### config.mk
export PLATFORM = sky130hd
export DESIGN_NAME = rcv_field_ctrl
export DESIGN_NICKNAME = d
export VERILOG_FILES = /design/src/rtl/rcv_field_ctrl.sv
export SDC_FILE = /design/constraint.sdc
export NUM_CORES = 1
export LEC_CHECK = 0
export CORE_MARGIN = 4
export CORE_UTILIZATION = 45
export DETAILED_ROUTE_END_ITERATION = 12
export DONT_BUFFER_PORTS = 1
export HOLD_SLACK_MARGIN = 0.02
export PLACE_DENSITY = 0.65
export SETUP_SLACK_MARGIN = 0.05
export SLEW_MARGIN = 40
export SYNTH_ARGS = -nofsm -noshare
export SYNTH_HDL_FRONTEND = slang
export SYNTH_SLANG_ARGS = --single-unit
### constraint.sdc
create_clock -name clk -period 3.5 [get_ports clk]
set_clock_uncertainty 0.2 [all_clocks]
set_input_delay 0.7 -clock clk [delete_from_list [all_inputs] [get_ports clk]]
set_output_delay 0.7 -clock clk [all_outputs]
set_load 0.02 [all_outputs]
### src/rtl/rcv_field_ctrl.sv
// Receive field controller: counts de-stuffed bits into the active packet field,
// strips stuffed zeros, flags stuff violations and pulses field completion.
module rcv_field_ctrl (
  input  logic       clk,
  input  logic       n_rst,
  input  logic       shift_strobe,
  input  logic       d_orig,
  input  logic       eop,
  input  logic       sync_rcving,
  input  logic       pid_rcving,
  input  logic       crc5_rcving,
  input  logic       crc16_rcving,
  input  logic       data_rcving,
  output logic       sync_shift_enable,
  output logic       pid_shift_enable,
  output logic       crc5_shift_enable,
  output logic       crc16_shift_enable,
  output logic       data_shift_enable,
  output logic       sync_bits_received,
  output logic       pid_bits_received,
  output logic       crc5_bits_received,
  output logic       crc16_bits_received,
  output logic       data_bits_received,
  output logic [6:0] bit_count,
  output logic       rx_error,
  output logic [1:0] state_dbg
);

  // Handshake: shift_strobe is a one-cycle valid with no back-pressure; a bit is
  // consumed in the strobe cycle only when a *_shift_enable is high that cycle.
  typedef enum logic [1:0] {IDLE, SHIFT, DONE, ERR} state_t;

  state_t     state_q, state_d;
  logic [4:0] field_q, field_d;   // one-hot latched field, 0 = none
  logic [6:0] cnt_q, cnt_d;
  logic [2:0] ones_q, ones_d;
  logic       pulse_q, pulse_d;
  logic [4:0] shift_en;
  logic [4:0] rcving;
  logic       one_hot, multi, latched_active;
  logic [6:0] field_len;

  assign rcving = {data_rcving, crc16_rcving, crc5_rcving, pid_rcving, sync_rcving};
  assign one_hot = (rcving != 5'd0) && ((rcving & (rcving - 5'd1)) == 5'd0);
  assign multi = (rcving != 5'd0) && !one_hot;
  assign latched_active = |(rcving & field_q);

  always_comb begin
    field_len = 7'd0;
    case (field_q)
      5'b00001: field_len = 7'd8;
      5'b00010: field_len = 7'd8;
      5'b00100: field_len = 7'd5;
      5'b01000: field_len = 7'd16;
      5'b10000: field_len = 7'd64;
      default:  field_len = 7'd0;
    endcase
  end

  always_ff @(posedge clk or negedge n_rst) begin
    if (!n_rst) begin
      state_q <= IDLE;
      field_q <= 5'd0;
      cnt_q   <= 7'd0;
      ones_q  <= 3'd0;
      pulse_q <= 1'b0;
    end else begin
      state_q <= state_d;
      field_q <= field_d;
      cnt_q   <= cnt_d;
      ones_q  <= ones_d;
      pulse_q <= pulse_d;
    end
  end

  always_comb begin
    state_d  = state_q;
    field_d  = field_q;
    cnt_d    = cnt_q;
    ones_d   = ones_q;
    pulse_d  = 1'b0;
    shift_en = 5'd0;
    if (eop) begin
      state_d = IDLE;
      field_d = 5'd0;
      cnt_d   = 7'd0;
      ones_d  = 3'd0;
    end else begin
      case (state_q)
        IDLE: begin
          if (one_hot) begin
            field_d = rcving;
            cnt_d   = 7'd0;
            state_d = SHIFT;
          end else if (multi) begin
            state_d = ERR;
            ones_d  = 3'd0;
          end
        end
        SHIFT: begin
          if (!latched_active) begin
            state_d = IDLE;
            field_d = 5'd0;
            cnt_d   = 7'd0;
            ones_d  = 3'd0;
          end else if (shift_strobe) begin
            if (ones_q < 3'd6) begin
              shift_en = field_q;
              cnt_d    = cnt_q + 7'd1;
              ones_d   = d_orig ? ones_q + 3'd1 : 3'd0;
              if (cnt_q + 7'd1 == field_len) begin
                state_d = DONE;
                pulse_d = 1'b1;
              end
            end else if (!d_orig) begin
              ones_d = 3'd0;
            end else begin
              state_d = ERR;
              field_d = 5'd0;
              cnt_d   = 7'd0;
              ones_d  = 3'd0;
            end
          end
        end
        DONE: begin
          // ones_q is kept here so stuffing runs across adjacent fields
          if (!latched_active) begin
            if (one_hot) begin
              field_d = rcving;
              cnt_d   = 7'd0;
              state_d = SHIFT;
            end else if (multi) begin
              state_d = ERR;
              field_d = 5'd0;
              cnt_d   = 7'd0;
              ones_d  = 3'd0;
            end else begin
              state_d = IDLE;
              field_d = 5'd0;
              cnt_d   = 7'd0;
              ones_d  = 3'd0;
            end
          end
        end
        ERR: begin
          if (rcving == 5'd0) state_d = IDLE;
        end
        default: state_d = IDLE;
      endcase
    end
  end

  assign {data_shift_enable, crc16_shift_enable, crc5_shift_enable,
          pid_shift_enable, sync_shift_enable} = shift_en;
  assign {data_bits_received, crc16_bits_received, crc5_bits_received,
          pid_bits_received, sync_bits_received} = (pulse_q && !eop) ? field_q : 5'd0;
  assign bit_count = cnt_q;
  assign rx_error  = (state_q == ERR);
  assign state_dbg = state_q;

endmodule

== Word level (Yosys, flattened, before mapping) ==
Index checks and enable logic that the tools add are counted.
Word-level totals
  flip-flop bits (word level): 18
  input port bits: 10
  output and inout bits: 20
  logic and storage cells: 101
Cells by class
  $add $sub $neg: 3
  magnitude comparators: 1
  equal/unequal tests: 21
  mux-type cells: 53
  bitwise gates (word level): 2
  reductions and logical operators: 16
Operator list (number)
  2-to-1 mux 5 bit: 14
  2-to-1 mux 7 bit: 7
  case mux 7 bit (4 select lines): 1
  2-to-1 mux 3 bit: 9
  2-to-1 mux 2 bit: 12
  case mux 7 bit (3 select lines): 1
  AND reduction 6 bit: 3
  != test 4 bit (second input constant): 4
  != test 3 bit (second input constant): 5
  case mux 5 bit (3 select lines): 1
  bitwise AND 5 bit: 2
  logical NOT 5 bit: 2
  != test 5 bit (second input constant): 2
  case mux 3 bit (3 select lines): 1
  case mux 2 bit (4 select lines): 1
  adder 7 x 1 -> 7 bit (second input constant): 1
  == test 7 bit: 1
  2-to-1 mux 1 bit: 6
  == test 5 x 1 -> 1 bit (second input constant): 1
  == test 5 x 2 -> 1 bit (second input constant): 1
  == test 5 x 3 -> 1 bit (second input constant): 1
  == test 5 x 4 -> 1 bit (second input constant): 1
  == test 5 bit (second input constant): 1
  AND reduction 5 bit: 1
  13 further kinds: 17

== Longest topological paths before layout ==
  word-level depth: 11
  depth in mapped cells: 8
  depth with buffers taken out: 8

== Worst setup path after synthesis ==
Ideal clock, no wire load.
  kind: input-to-output
  from: in sync_rcving
  to: out crc16_shift_enable
  arrival time: 2.181 ns
  required time: 2.600 ns
  slack: 0.419 ns
  stages on the path: 5
  path buffers: 1
  path through: clkbuf_1 -> a22oi_1 -> a211oi_1 -> nand2_1 -> nor2_1
Between the ends
  longest elaborated chain between the ends: 5
RTL lines
  start, declared: RTL line 9  | input logic sync_rcving,
  bitwise AND 5 bit: RTL line 46  | assign latched_active = |(rcving & field_q);
  OR reduction 5 bit: RTL line 46
  2-to-1 mux 5 bit: RTL line 101  | if (!latched_active) begin
  2-to-1 mux 5 bit: RTL line 89  | case (state_q)
  2-to-1 mux 5 bit: RTL line 83  | if (eop) begin
  end, declared: RTL line 17  | output logic crc16_shift_enable,
Every way passes these cells.

== Worst setup path in the final report ==
  from: reg state_q[1] (netlist: state_dbg[1])
  to: out crc16_shift_enable
Between the ends
  longest elaborated chain between the ends: 3
RTL lines
  start, declared: RTL line 33  | state_t state_q, state_d;
  start signal, assigned: RTL line 68  | state_q <= state_d;
  == test 2 x 1 -> 1 bit: RTL line 89
  2-to-1 mux 5 bit: RTL line 89
  2-to-1 mux 5 bit: RTL line 83
Every way passes these cells.

==> flow_summary_export.csv <==
group,metric,value,unit
worst_hold_path,timing.hold.worst.class,"input port to async pin",
placement,detailed_place.area,1490,um2
power_and_ir_drop,power_frac_comb,50.3,%
global_route,wire_length_of_the_first_global_routing_pass,5.42,mm
floorplan,io-pin-count,30,
drt,route.detailed.vias_per_inst,5.86,
setup_path,worstSetupPathType,"register to output pin",
synth,ys_seq_elements,18,
timing,worstMarginPinSlew,0.618,ns
power_and_ir_drop,pwr-share-seq,37.2,%
timing,final.period_utilization,87.0,%
timing,slew_headroom,58.6,%
layout,finish.instance_area,1520,um2
synth,synth_warnings,0,
drt,detailroute.via_count,1237,
cts,cts_buffer_depth,2,
global_route,gr_ovfl_total,0,
floorplan,start_util,47.3,%
drt,detail_route.drc_violations,0,
global_route,antenna_found_initial,0,
setup_path,crit_arrival,2.14,ns
drt,drt-total-wl,3.23,mm
layout,fin_util,49.6,%
job,total_of_max_cap_violations,0,
layout,filler_cell_count,325,
synth,syn_inst,166,
power_and_ir_drop,switching_share,43.8,%
setup_path,critical_path.max_fanout,8,
synth,synth_edf_count,0,
drt,detail_route.first_pass.iterations,4,
cts,tritoncts.num_buffers,3,
cts,clk_root_buffer_cell,"clkbuf_4",
cts,clk_pin_slew_worst_paths,0.11,ns
cts,tritoncts,"done",
floorplan,floorplan.rows,20,
synth,synth.most_common_cell,"nand2_1",
cts,cts.sink_count,18,
power_and_ir_drop,p_sw,0.371,mW
synth,share_of_the_synthesized_area_in_the_top_cell_type,31.2,%
floorplan,die_w,64.6,um
timing,setup_viol_count_final,0,
synth,synth_top_flop_cell,"dfrtp_1",
floorplan,die_area,4180,um2
placement,placer_congestion_estimate,0.808,
timing,report.final.slew_viol_count,0,
layout,final_nets,185,
timing,hold_ws,0.117,ns
synth,synthesis.area,1440,um2
setup_path,cp-end-kind,"output pin",
setup_path,cp-start-kind,"register",
synth,synthTopCellsByArea,"dfrtp_1 (31%), ha_1 (5.2%), nand2_1 (4.9%)",
timing,fin_tns_setup,0,ns
placement,number_of_placed_instances_taps_included,207,
placement,dpl_worst_slack,0.721,ns
timing,grt_setup_unrepaired,"false",
timing,achievable-frequency,0.328,GHz
synth,syn_nets,182,
timing,hold_viol,0,
power_and_ir_drop,cell_internal_pwr,0.475,mW
placement,buffer_ports.inserted,0,
synth,synth.largest_area_cell,"dfrtp_1",
drt,routed_wire_length_per_instance,15.3,um
cts,cts_repair_resize_count,0,
cts,worstSkewPairLatency,0.30,ns
power_and_ir_drop,power.leakage,0.631,nW
global_route,first_global_vias,1111,
layout,final-instance-count-excl-fill,211,
layout,areaGrowthSynthToFinish,4.94,%
synth,ys_seq_area_share,31.2,%
floorplan,core,3050,um2
power_and_ir_drop,vdd_drop_max,360,uV
cts,cts_htree_levels,1,
global_route,grt_usage,16.2,%
drt,drt_iter0_markers,48,
timing,period_minus_slack,3.04,ns
synth,synth.distinct_cells,53,
floorplan,die_y,64.6,um
synth,synthesis.area_per_instance,8.70,um2
global_route,grt_max_degree,19,
drt,route.antenna.remaining_nets,0,
power_and_ir_drop,clkPwrFrac,12.5,%
setup_path,cp.required,2.60,ns
synth,fraction_of_registers_with_async_set_reset,100,%
status,outcome,"finished, final reports clean",
layout,antennaDiodeCount,0,
timing,fin_ws,0.455,ns
placement,dp_hpwl,2.51,mm
layout,drive_above_1_share,9.58,%
power_and_ir_drop,totalPowerFinal,0.846,mW
power_and_ir_drop,power_per_cell_area,558,nW/um2
synth,synth_commonest_cells,"nand2_1 (19), dfrtp_1 (18), nor2_1 (14)",
power groups by stage:
stage	combinational [mW]	clock [mW]	sequential [mW]
after floorplan	0.348	0	0.300
after global placement	0.413	0	0.319
after detailed placement	0.418	0	0.319
after CTS	0.425	0.109	0.314
after global routing	0.479	0.120	0.325
final	0.426	0.106	0.315
final timing paths:
check,startpoint,endpoint,slack (ns),cells after the start
max,state_dbg[1],crc16_shift_enable,0.46,7
min,n_rst,bit_count[6],0.12,1
max reg2reg,bit_count[0],state_dbg[0],0.70,7
min reg2reg,ones_q[0],ones_q[0],0.32,1
max in group asynchronous,n_rst,ones_q[1],2.68,1
min in group clk,ones_q[0],ones_q[0],0.32,1
state kept, by name, summed over array words and instances, names as in the netlist:
name and count:
bit_count 7, field_q 5, ones_q 3, state_dbg 2, pulse_q 1
area by class of cell:
type	instances	area, um2	share of cell area [%]
Tap cell	44	55.1	3.63
Clock buffer	3	22.5	1.49
Inverter	11	41.3	2.73
Sequential cell	18	450	29.7
Multi-Input combinational cell	132	926	61.1
Timing Repair Buffer	3	20.0	1.32
placed cells by master (no fill, tap or decap), types with 5 or more instances in the layout:
master,netlist,layout
nand2_1,19,19
dfrtp_1,18,18
nor2_1,14,14
inv_1,11,11
o21ai_0,10,10
nand3_1,8,8
ha_1,6,6
and2_1,5,5
xor2_1,5,5
mux2i_1,5,5
cells by family after synthesis:
| logic type | count (synthesis) | share of synthesized area [%] |
|---|---|---|
| and+or+nand+nor | 67 | 24.8 |
| AOI/OAI and AO/OA | 44 | 23.4 |
| DFF | 18 | 31.2 |
| buffers and inverters | 16 | 4.68 |
| xor gates and xnor gates | 8 | 5.81 |
| adders and majority gates | 7 | 5.89 |
| muxes | 6 | 4.25 |
what timing repair did:
item / 4_1_cts / 5_1_grt
hold endpoints to repair: 18 / 0
setup endpoints to repair: 0 / 0
buffers inserted: 0 / 0
hold buffers: 1 / 0
worst max-delay path: stages, from the launching register on:
cell and delay, ns:
dfrtp_1 0.51, inv_1 0.15, ha_1 0.24, inv_1 0.08, a211oi_1 0.18, buf_4 0.19, nand2_1 0.13, nor2_1 0.37
per-layer routing:
layer / routed length, um / vias to the layer above / GRT usage [%]
li1: - / 606 / -
met1: 1570 / 599 / 23.1
met2: 1460 / 30 / 24.9
met3: 182 / 2 / 3.81
met4: 19 / 0 / 3.17
met5: 0 / - / 0
Note: power is estimated with default switching activity, not from simulation.
